## src/rtl/spectrum_peak_finder.sv

```systemverilog
// -----------------------------------------------------------------------------
// spectrum_peak_finder
//
// Scans one frame of FFT squared-magnitude samples and reports the largest bin
// in the lower (non-mirrored) part of the spectrum. The result is presented as
// a one-cycle data_valid pulse with data/addr held until the next result. This
// block feeds the UART result packer, which latches data/addr on data_valid.
//
// Compile-time option:
//   PEAK_DC_SKIP_EN - when defined, bins 0..DC_BINS-1 are never candidates.
//                     This keeps ADC offset leakage from winning the search.
//                     When undefined, the candidate region starts at bin 0.
//
// Ports:
//   clk         clock
//   rst         synchronous, active-high reset
//   s_valid     input sample strobe (no backpressure, one sample per cycle)
//   s_data      unsigned squared magnitude, DATA_W bits
//   s_last      final sample of the frame, qualified by s_valid
//   data_valid  one-cycle pulse, a new result is on data/addr
//   data        peak magnitude, held until the next result
//   addr        peak bin index, held until the next result
//   frame_err   one-cycle pulse, a malformed frame was discarded
// -----------------------------------------------------------------------------
module spectrum_peak_finder #(
    parameter int DATA_W     = 25,
    parameter int ADDR_W     = 11,
    parameter int FRAME_LEN  = 4096,
    parameter int SEARCH_LEN = 2048,
    parameter int DC_BINS    = 4
) (
    input  logic              clk,
    input  logic              rst,
    input  logic              s_valid,
    input  logic [DATA_W-1:0] s_data,
    input  logic              s_last,
    output logic              data_valid,
    output logic [DATA_W-1:0] data,
    output logic [ADDR_W-1:0] addr,
    output logic              frame_err
);

    localparam int IDX_W = $clog2(FRAME_LEN);

    // Limits are one bit wider than idx so SEARCH_LEN == FRAME_LEN still fits.
    localparam logic [IDX_W:0]   SEARCH_LIM = (IDX_W + 1)'(SEARCH_LEN);
    localparam logic [IDX_W-1:0] LAST_IDX   = IDX_W'(FRAME_LEN - 1);

    // Reject configurations where the search region is empty or its indices
    // cannot be represented on addr.
    if ((SEARCH_LEN <= DC_BINS) || (SEARCH_LEN > (1 << ADDR_W))) begin : gBadConfig
        $error("spectrum_peak_finder: SEARCH_LEN must be > DC_BINS and <= 2**ADDR_W");
    end

    logic [IDX_W-1:0]  idx_q,        idx_d;
    logic [DATA_W-1:0] max_val_q,    max_val_d;
    logic [IDX_W-1:0]  max_idx_q,    max_idx_d;
    logic              have_cand_q,  have_cand_d;
    logic              data_valid_q, data_valid_d;
    logic              frame_err_q,  frame_err_d;
    logic [DATA_W-1:0] data_q,       data_d;
    logic [ADDR_W-1:0] addr_q,       addr_d;

    logic              belowSearch;
    logic              aboveDc;
    logic              inRegion;
    logic              takeSample;
    logic              atLast;
    logic [DATA_W-1:0] candVal;
    logic [IDX_W-1:0]  candIdx;
    logic [ADDR_W-1:0] candAddr;

    assign belowSearch = ({1'b0, idx_q} < SEARCH_LIM);

`ifdef PEAK_DC_SKIP_EN
    localparam logic [IDX_W:0] DC_LIM = (IDX_W + 1)'(DC_BINS);
    assign aboveDc = ({1'b0, idx_q} >= DC_LIM);
`else
    assign aboveDc = 1'b1;
`endif

    assign inRegion = belowSearch && aboveDc;

    // The first candidate of a frame loads unconditionally; after that only a
    // strictly larger sample replaces the stored peak, so ties keep the lowest bin.
    assign takeSample = inRegion && (!have_cand_q || (s_data > max_val_q));
    assign atLast     = (idx_q == LAST_IDX);

    // Running peak including the current sample. The frame-end branch uses this
    // so the closing sample takes part in the comparison.
    assign candVal = takeSample ? s_data : max_val_q;
    assign candIdx = takeSample ? idx_q  : max_idx_q;

    if (ADDR_W <= IDX_W) begin : gAddrTrunc
        assign candAddr = candIdx[ADDR_W-1:0];
    end else begin : gAddrExt
        assign candAddr = {{(ADDR_W - IDX_W){1'b0}}, candIdx};
    end

    // Next-state logic. Cycles without s_valid leave everything frozen except
    // the two pulse outputs, which always fall back to zero. Any frame end,
    // good or bad, clears the search state so the very next sample is bin 0 of
    // a fresh frame with no stale peak carried over.
    always_comb begin
        idx_d        = idx_q;
        max_val_d    = max_val_q;
        max_idx_d    = max_idx_q;
        have_cand_d  = have_cand_q;
        data_d       = data_q;
        addr_d       = addr_q;
        data_valid_d = 1'b0;
        frame_err_d  = 1'b0;

        if (s_valid) begin
            if (atLast && s_last) begin
                data_valid_d = 1'b1;
                data_d       = candVal;
                addr_d       = candAddr;
                idx_d        = '0;
                max_val_d    = '0;
                max_idx_d    = '0;
                have_cand_d  = 1'b0;
            end else if (atLast || s_last) begin
                // Short frame (early s_last) or missing s_last: drop the frame
                // and keep the previous result on data/addr.
                frame_err_d  = 1'b1;
                idx_d        = '0;
                max_val_d    = '0;
                max_idx_d    = '0;
                have_cand_d  = 1'b0;
            end else begin
                idx_d = idx_q + 1'b1;
                if (takeSample) begin
                    max_val_d   = s_data;
                    max_idx_d   = idx_q;
                    have_cand_d = 1'b1;
                end
            end
        end
    end

    // State and output registers. Reset drops any partial frame and clears the
    // presented result as well.
    always_ff @(posedge clk) begin
        if (rst) begin
            idx_q        <= '0;
            max_val_q    <= '0;
            max_idx_q    <= '0;
            have_cand_q  <= 1'b0;
            data_q       <= '0;
            addr_q       <= '0;
            data_valid_q <= 1'b0;
            frame_err_q  <= 1'b0;
        end else begin
            idx_q        <= idx_d;
            max_val_q    <= max_val_d;
            max_idx_q    <= max_idx_d;
            have_cand_q  <= have_cand_d;
            data_q       <= data_d;
            addr_q       <= addr_d;
            data_valid_q <= data_valid_d;
            frame_err_q  <= frame_err_d;
        end
    end

    assign data_valid = data_valid_q;
    assign data       = data_q;
    assign addr       = addr_q;
    assign frame_err  = frame_err_q;

endmodule

```

## config.mk

```make
export PLATFORM = sky130hd
export DESIGN_NAME = spectrum_peak_finder
export DESIGN_NICKNAME = d
export VERILOG_FILES = /design/src/rtl/spectrum_peak_finder.sv
export SDC_FILE = /design/constraint.sdc
export NUM_CORES = 1
export LEC_CHECK = 0
export ABC_AREA = 1
export ABC_CLOCK_PERIOD_IN_PS = 2040
export BUFFER_PORTS_ARGS = -buffer_cell sky130_fd_sc_hd__buf_2
export CELL_PAD_IN_SITES_DETAIL_PLACEMENT = 0
export CELL_PAD_IN_SITES_GLOBAL_PLACEMENT = 1
export CORE_MARGIN = 1
export CORE_UTILIZATION = 30
export CTS_CLUSTER_DIAMETER = 200
export DETAILED_ROUTE_END_ITERATION = 16
export PLACE_DENSITY_LB_ADDON = 0.1
export SLEW_MARGIN = 0
export SYNTH_ARGS = -nofsm -noshare
export SYNTH_HDL_FRONTEND = slang
export SYNTH_SLANG_ARGS = --single-unit
```

## constraint.sdc

```tcl
create_clock -name clk -period 2.04 [get_ports clk]
set_input_delay 0.102 -clock clk [delete_from_list [all_inputs] [get_ports clk]]
set_output_delay 0.102 -clock clk [all_outputs]
set_load 0.03 [all_outputs]
```

==> results.sh, run 1 <==
export IMPL_status="complete, but fails checks"
export IMPL_violations="setup timing"
export IMPL_viasPerCell=4.465
export IMPL_crit_chain="inv_2 -> ha_4 -> nand2_4 -> nor2_4 -> nand4_4 -> nor2_4 -> nand4_1 -> nand2_4 -> nand2_8 -> buf_6 -> nand2_8 -> buf_6 -> nand2_4 -> nand2_2 -> nand2_2 -> nand2_1 -> inv_1"
export IMPL_nFillCells=1795
export IMPL_p_sw_share_pct=28.49
export IMPL_slew_viol_final=0
export IMPL_instances_no_fill=1066
export IMPL_period_share_pct=104.1
export IMPL_p_switching_mw=1.148
export IMPL_rsz0062_at_grt="yes"
export IMPL_drc=0
export IMPL_rrSetupSlack_ns=-0.08
export IMPL_cts_buffer_depth=2
export IMPL_cp_required_ns=2.29
export IMPL_yosys_top_cells_area="dfxtp_1 33%, nand2_1 13%, inv_1 8.2%, nand2_4 6.5%, nor2_1 6.3%"
export IMPL_track_usage_pct=15.86
export IMPL_cp_slowest_stage_delay_ns=0.34
export IMPL_cts_tree="built"
export IMPL_finalSetupViolCount=53
export IMPL_seq_area_frac_synth_pct=32.58
export IMPL_hpwl_um=8825
export IMPL_skew_ns=0.008834
export IMPL_finalNetCount=892
export IMPL_h_tree_depth=3
export IMPL_peakVddDrop_uv=465.4
export IMPL_die_w_um=135.5
export IMPL_grt_busiest_layer="met2"
export IMPL_period_minus_slack_ns=2.124
export IMPL_initial_core_util_pct=30.80
export IMPL_synth_top_area_cell="dfxtp_1"
export IMPL_grt_max_degree=49
export IMPL_fp_coreArea_sq_um=17360
export IMPL_synth_edf_count=0
export IMPL_first_global_vias=4678
export IMPL_cp_slowest_cell="dfxtp_2"
export IMPL_drt_iter0_markers=128
export IMPL_synthCells=742
export IMPL_yosysWarnings=0
export IMPL_gr_total_overflow=0
export IMPL_min_path_cells=3
export IMPL_dp_cells=1041
export IMPL_timing_rr_start="max_val_q[22]$_SDFFE_PP0P_"
export IMPL_worst_setup_path_type="register to register"
export IMPL_pwr_share_comb_pct=17.7
export IMPL_critPathCapture="addr[8]$_SDFFE_PP0P_"
export IMPL_worst_path_stages=17
export IMPL_grt_pass1_wl_um=22510
export IMPL_drtPass1Iterations=4
export IMPL_drive_gt1_share_pct=41.38
export IMPL_path_buf_inv=4
export IMPL_synth_top_area_share_pct=32.58
export IMPL_p_leak_nw=3.202
export IMPL_totalWireLength_um=13760
export IMPL_path_delay_family="simple AND/OR/NAND/NOR gates"
export IMPL_tightest_slew_ns=0.6832
export IMPL_ios=67
export IMPL_p_clk_share_pct=38.9
export IMPL_synth_most_common_cell="nand2_1"
export IMPL_ys_flop_type="dfxtp_1"
export IMPL_clkTransAtPathRegs_ns=0.06
export IMPL_n_antenna_cell=0
export IMPL_cts_root_buffer_cell="clkbuf_16"
export IMPL_syn_avg_cell_area_sq_um=7.204
export IMPL_cts_sinks=87
export IMPL_grt_antenna_before_repair=0
export IMPL_io_buffers=66
export IMPL_intPower_mw=2.882
export IMPL_hold_path_class="input port to register"
export IMPL_ant_nets=0
export IMPL_grtUsageMet1_pct=20.22
export IMPL_cts_buffers=9
export IMPL_relSlewSlack_pct=54.45
export IMPL_seq_power_share_pct=43.3
export IMPL_clock_fmax_mhz=470.7
export IMPL_met3_usage_pct=2.619
export IMPL_areaGrowthSynthToFinish_pct=31.84
export IMPL_hold_viol=0
export IMPL_ys_seq_elements=87
export IMPL_fin_ws_ns=-0.08434
export IMPL_ys_types=35
export IMPL_wire_per_inst_um=12.91
export IMPL_fin_worst_hold_slack_ns=0.1587
export IMPL_fin_util_pct=40.60
export IMPL_num_vias=4760
export IMPL_synth_async_reset_ratio_pct=0
export IMPL_critPathLaunchType="register"
export IMPL_die_area_sq_um=18350
export IMPL_crit_start="max_val_q[22]$_SDFFE_PP0P_"
export IMPL_reg2reg_to="addr[8]$_SDFFE_PP0P_"
export IMPL_cp_max_fo=6
export IMPL_power_density_nw_per_um2=572.0
export IMPL_cp_arrival_ns=2.38
export IMPL_clkLatencyLatePin_ns=0.35
export IMPL_r2r_cells=17
export IMPL_total_power_mw=4.031
export IMPL_drv_cap=0
export IMPL_met2_usage_pct=26.38
export IMPL_floorplan_rows=48
export IMPL_endpoint_kind="register"
export IMPL_crit_top_cell="nand2_4"
export IMPL_place_gp_congestion=0.7390
export IMPL_synth_common_cells="191 x nand2_1, 117 x inv_1, 89 x nor2_1"
export IMPL_syn_num_nets=797
export IMPL_die_h_um=135.5
export IMPL_place_ws_ns=-0.1670
export IMPL_syn_area_sq_um=5345
## tightest hold or removal path, cell delays in order
cell,delay [ns]
buf_2,0.16
a21oi_1,0.14
nor3_1,0.06
## worst min-delay path by stage
stage | start | end | slack [ns]
global route | s_valid | idx_q[2]$_SDFFE_PP0P_ | 0.15
global placement | max_idx_q[9]$_SDFFE_PP0P_ | max_idx_q[9]$_SDFFE_PP0P_ | 0.45
floorplan | s_valid | have_cand_q$_SDFFE_PP0P_ | 0.26
detailed placement | max_idx_q[8]$_SDFFE_PP0P_ | max_idx_q[8]$_SDFFE_PP0P_ | 0.46
CTS | s_last | frame_err$_SDFF_PP0_ | 0.13
finish | s_valid | idx_q[2]$_SDFFE_PP0P_ | 0.16
## timing repair
| action | 4_1_cts | 5_1_grt |
|---|---|---|
| pin swaps | 36 | 34 |
| cloned | 3 | 0 |
| endpoints found under the setup margin | 72 | 82 |
| resized for setup | 74 | 51 |
| hold buffers | 0 | 0 |
| setup buffers | 6 | 2 |
## placed cells by master (no fill, tap or decap), drive strengths merged, types with 2 or more instances in the layout
master	count
nor2	91
nor3b	2
nand4	4
nor4	2
nor3	8
o21a	2
a21oi	51
clkbuf	11
xor2	3
clkinv	3
ha	26
a21o	2
dfxtp	87
buf	117
nand3	76
inv	124
a211oi	2
nand2	225
## layout make-up
| type | instances | area (sq um) | area share [%] |
|---|---|---|---|
| inverter | 124 | 465.4 | 6.605 |
| timing repair buffer | 117 | 900.9 | 12.78 |
| tap | 225 | 281.5 | 3.995 |
| sequential | 87 | 1755 | 24.91 |
| clock inverter | 4 | 22.52 | 0.3196 |
| clock buffer | 11 | 242.7 | 3.445 |
| multi-input combinational | 498 | 3378 | 47.94 |
## cell families after synthesis
logic type | share of synthesized area, %
adders and majority gates | 6.086
xor gates and xnor gates | 0.4917
and+or+nand+nor | 39.77
buffers and inverters | 13.11
AOI/OAI and AO/OA | 7.958
DFF | 32.58
## power groups by stage
stage / clock, mW / sequential [mW] / combinational (mW)
after global routing: 1.70 / 1.75 / 0.793
after global placement: 0 / 1.78 / 0.577
final: 1.57 / 1.75 / 0.715
after floorplan: 0 / 1.78 / 0.389
after CTS: 1.64 / 1.75 / 0.679
after detailed placement: 0 / 1.78 / 0.580
## registers in the layout, summed over array words and instances (netlist names)
| name | cells |
|---|---|
| max_idx_q | 11 |
| data | 25 |
| data_valid | 1 |
| idx_q | 12 |
| frame_err | 1 |
| max_val_q | 25 |
| have_cand_q | 1 |
| addr | 11 |
## layer usage
layer	part of all wire, %	vias up
met1	49	2208
met4	1.6	0
met3	2.6	13
met5	0	-
li1	-	2480
met2	47	59
## metrics by stage
step           area (sq um)  setup TNS (ns)
3_5_place_dp           6171          -7.613
2_1_floorplan          5345               0
6_report               7047          -1.913
5_1_grt                7047          -12.12
4_1_cts                6882          -3.777
3_3_place_gp           6171          -6.222
No activity file was read; power rests on OpenSTA's default activity.
==> run 2, diff against run 1 <==
--- a/config.mk
+++ b/config.mk
@@ -14,8 +14,9 @@
 export CORE_UTILIZATION = 30
 export CTS_CLUSTER_DIAMETER = 200
 export DETAILED_ROUTE_END_ITERATION = 16
-export PLACE_DENSITY_LB_ADDON = 0.1
+export PLACE_DENSITY = 0.73
 export SLEW_MARGIN = 0
 export SYNTH_ARGS = -nofsm -noshare
 export SYNTH_HDL_FRONTEND = slang
 export SYNTH_SLANG_ARGS = --single-unit
+export TNS_END_PERCENT = 10
==> results.sh, run 2 (synthesized netlist as in run 1, its figures left out) <==
export IMPL_place_gp_congestion=0.7621
export IMPL_final_cell_mix="157 x nand2_1, 107 x inv_1, 86 x nor2_1"
export IMPL_rsz0062_at_grt="yes"
export IMPL_crit_top_cell="nand2_1"
export IMPL_period_share_pct=104.5
export IMPL_fin_worst_hold_slack_ns=0.1388
export IMPL_total_power_mw=4.065
export IMPL_drtPass1Iterations=7
export IMPL_period_minus_slack_ns=2.133
export IMPL_drc=0
export IMPL_hold_path_class="input port to register"
export IMPL_num_vias=4577
export IMPL_h_tree_depth=3
export IMPL_clkTransAtPathRegs_ns=0.06
export IMPL_regArea_sq_um=1758
export IMPL_tns_ns=-2.197
export IMPL_die_w_um=135.5
export IMPL_final_common_cell="nand2_1"
export IMPL_gr_total_overflow=0
export IMPL_violations="setup timing"
export IMPL_met2_usage_pct=24.59
export IMPL_ant_nets=0
export IMPL_stdcell_area_sq_um=6934
export IMPL_finalNetCount=890
export IMPL_grt_max_degree=42
export IMPL_wire_per_inst_um=12.24
export IMPL_met3_usage_pct=3.779
export IMPL_cp_slowest_cell="dfxtp_2"
export IMPL_relSlewSlack_pct=63.46
export IMPL_grt_pass1_wl_um=21580
export IMPL_areaGrowthSynthToFinish_pct=29.73
export IMPL_cts_buffer_depth=2
export IMPL_clkLatencyLatePin_ns=0.35
export IMPL_hpwl_um=8583
export IMPL_clock_fmax_mhz=468.9
export IMPL_tightest_slew_ns=0.5482
export IMPL_skew_ns=0.008686
export IMPL_fin_ws_ns=-0.09274
export IMPL_power_density_nw_per_um2=586.3
export IMPL_cts_root_buffer_cell="clkbuf_16"
export IMPL_worst_setup_path_type="register to register"
export IMPL_grt_busiest_layer="met2"
export IMPL_critPathLaunchType="register"
export IMPL_endpoint_kind="register"
export IMPL_slew_viol_final=0
export IMPL_floorplan_rows=48
export IMPL_cp_slowest_stage_delay_ns=0.34
export IMPL_drive_gt1_share_pct=37.90
export IMPL_finalSetupViolCount=60
export IMPL_viasPerCell=4.302
export IMPL_totalWireLength_um=13020
export IMPL_crit_chain="inv_2 -> ha_4 -> nand2_4 -> nor2_4 -> nand4_4 -> nor2_4 -> nand4_1 -> nand2_4 -> nand2_8 -> nand2_8 -> buf_16 -> nand2_2 -> nand2_1 -> nand2_1 -> nand2_1 -> inv_1"
export IMPL_drt_iter0_markers=175
export IMPL_first_global_vias=4425
export IMPL_grtUsageMet1_pct=19.53
export IMPL_ios=67
export IMPL_status="complete, but fails checks"
export IMPL_hold_viol=0
export IMPL_crit_start="max_val_q[22]$_SDFFE_PP0P_"
export IMPL_fp_coreArea_sq_um=17360
export IMPL_path_delay_family="simple AND/OR/NAND/NOR gates"
export IMPL_cp_arrival_ns=2.39
export IMPL_die_area_sq_um=18350
export IMPL_dpl_cell_area_sq_um=6173
export IMPL_p_leak_nw=3.125
export IMPL_nFillCells=1797
export IMPL_multiInputGateArea_sq_um=3251
export IMPL_cp_required_ns=2.29
export IMPL_io_buffers=66
export IMPL_track_usage_pct=15.02
export IMPL_initial_core_util_pct=30.80
export IMPL_drv_cap=0
export IMPL_cts_buffers=9
export IMPL_timing_rr_start="max_val_q[22]$_SDFFE_PP0P_"
export IMPL_path_buf_inv=3
export IMPL_cp_max_fo=7
export IMPL_cts_sinks=87
export IMPL_peakVddDrop_uv=448.6
export IMPL_grt_antenna_before_repair=0
export IMPL_n_antenna_cell=0
export IMPL_holdCritStartpoint="s_valid"
export IMPL_die_h_um=135.5
export IMPL_cts_tree="built"
## run 2: changes by cell type in the layout (fill, tap and decap cells not counted), moves of 2 or more
cell     change
nand3_1     +19
nand2_4      -2
ha_4         +3
nand2_1     +13
ha_1         -3
dfxtp_1      -2
buf_12       -2
dfxtp_2      +2
nand3_2     -18
nand2_2     -11
buf_6        -2
## run 2: layout make-up
| type | count | share of cell area [%] |
|---|---|---|
| clock inverter | 4 | 0.6857 |
| tap | 225 | 4.060 |
| sequential | 87 | 25.35 |
| clock buffer | 11 | 3.356 |
| inverter | 124 | 6.712 |
| multi-input combinational | 497 | 46.88 |
| timing repair buffer | 116 | 12.96 |
## run 2: metal layers
layer / share of wire (%) / wire (um)
met5: 0 / 0
met4: 1.1 / 140
met3: 4.0 / 522
met2: 46 / 5961
met1: 49 / 6397
## run 2: repair_timing
action                     in CTS  in global routing
pin swaps                      13                 22
gates resized for setup        58                 40
hold buffers                    0                  0
setup endpoints to repair      72                 72
gates cloned                    1                  1
buffers inserted                2                  2
## run 2: through the flow
step           std cells  setup slack (ns)  util [%]
2_1_floorplan        742           0.09684         -
3_3_place_gp        1043          -0.07781     35.57
3_5_place_dp        1043           -0.1386     35.57
4_1_cts             1061          -0.05713     38.71
5_1_grt             1064           -0.2494     39.95
6_report            1064          -0.09274     39.95
## run 2: worst min-delay path: stages
cell     delay (ns)
buf_2          0.18
a21oi_1        0.09
nor2_1         0.09
## run 2: final timing paths
kind                                    end  slack, ns  cells past startpoint
setup / recovery      data[24]$_SDFFE_PP0P_      -0.09                     16
hold / removal     have_cand_q$_SDFFE_PP0P_       0.14                      3
setup reg to reg      data[24]$_SDFFE_PP0P_      -0.09                     16
hold reg to reg   max_idx_q[8]$_SDFFE_PP0P_       0.46                      2
## run 2: where the power goes
group	internal (mW)	switching (mW)	total, mW
clock network	0.940	0.698	1.64
logic	0.289	0.391	0.680
registers	1.73	0.0173	1.75
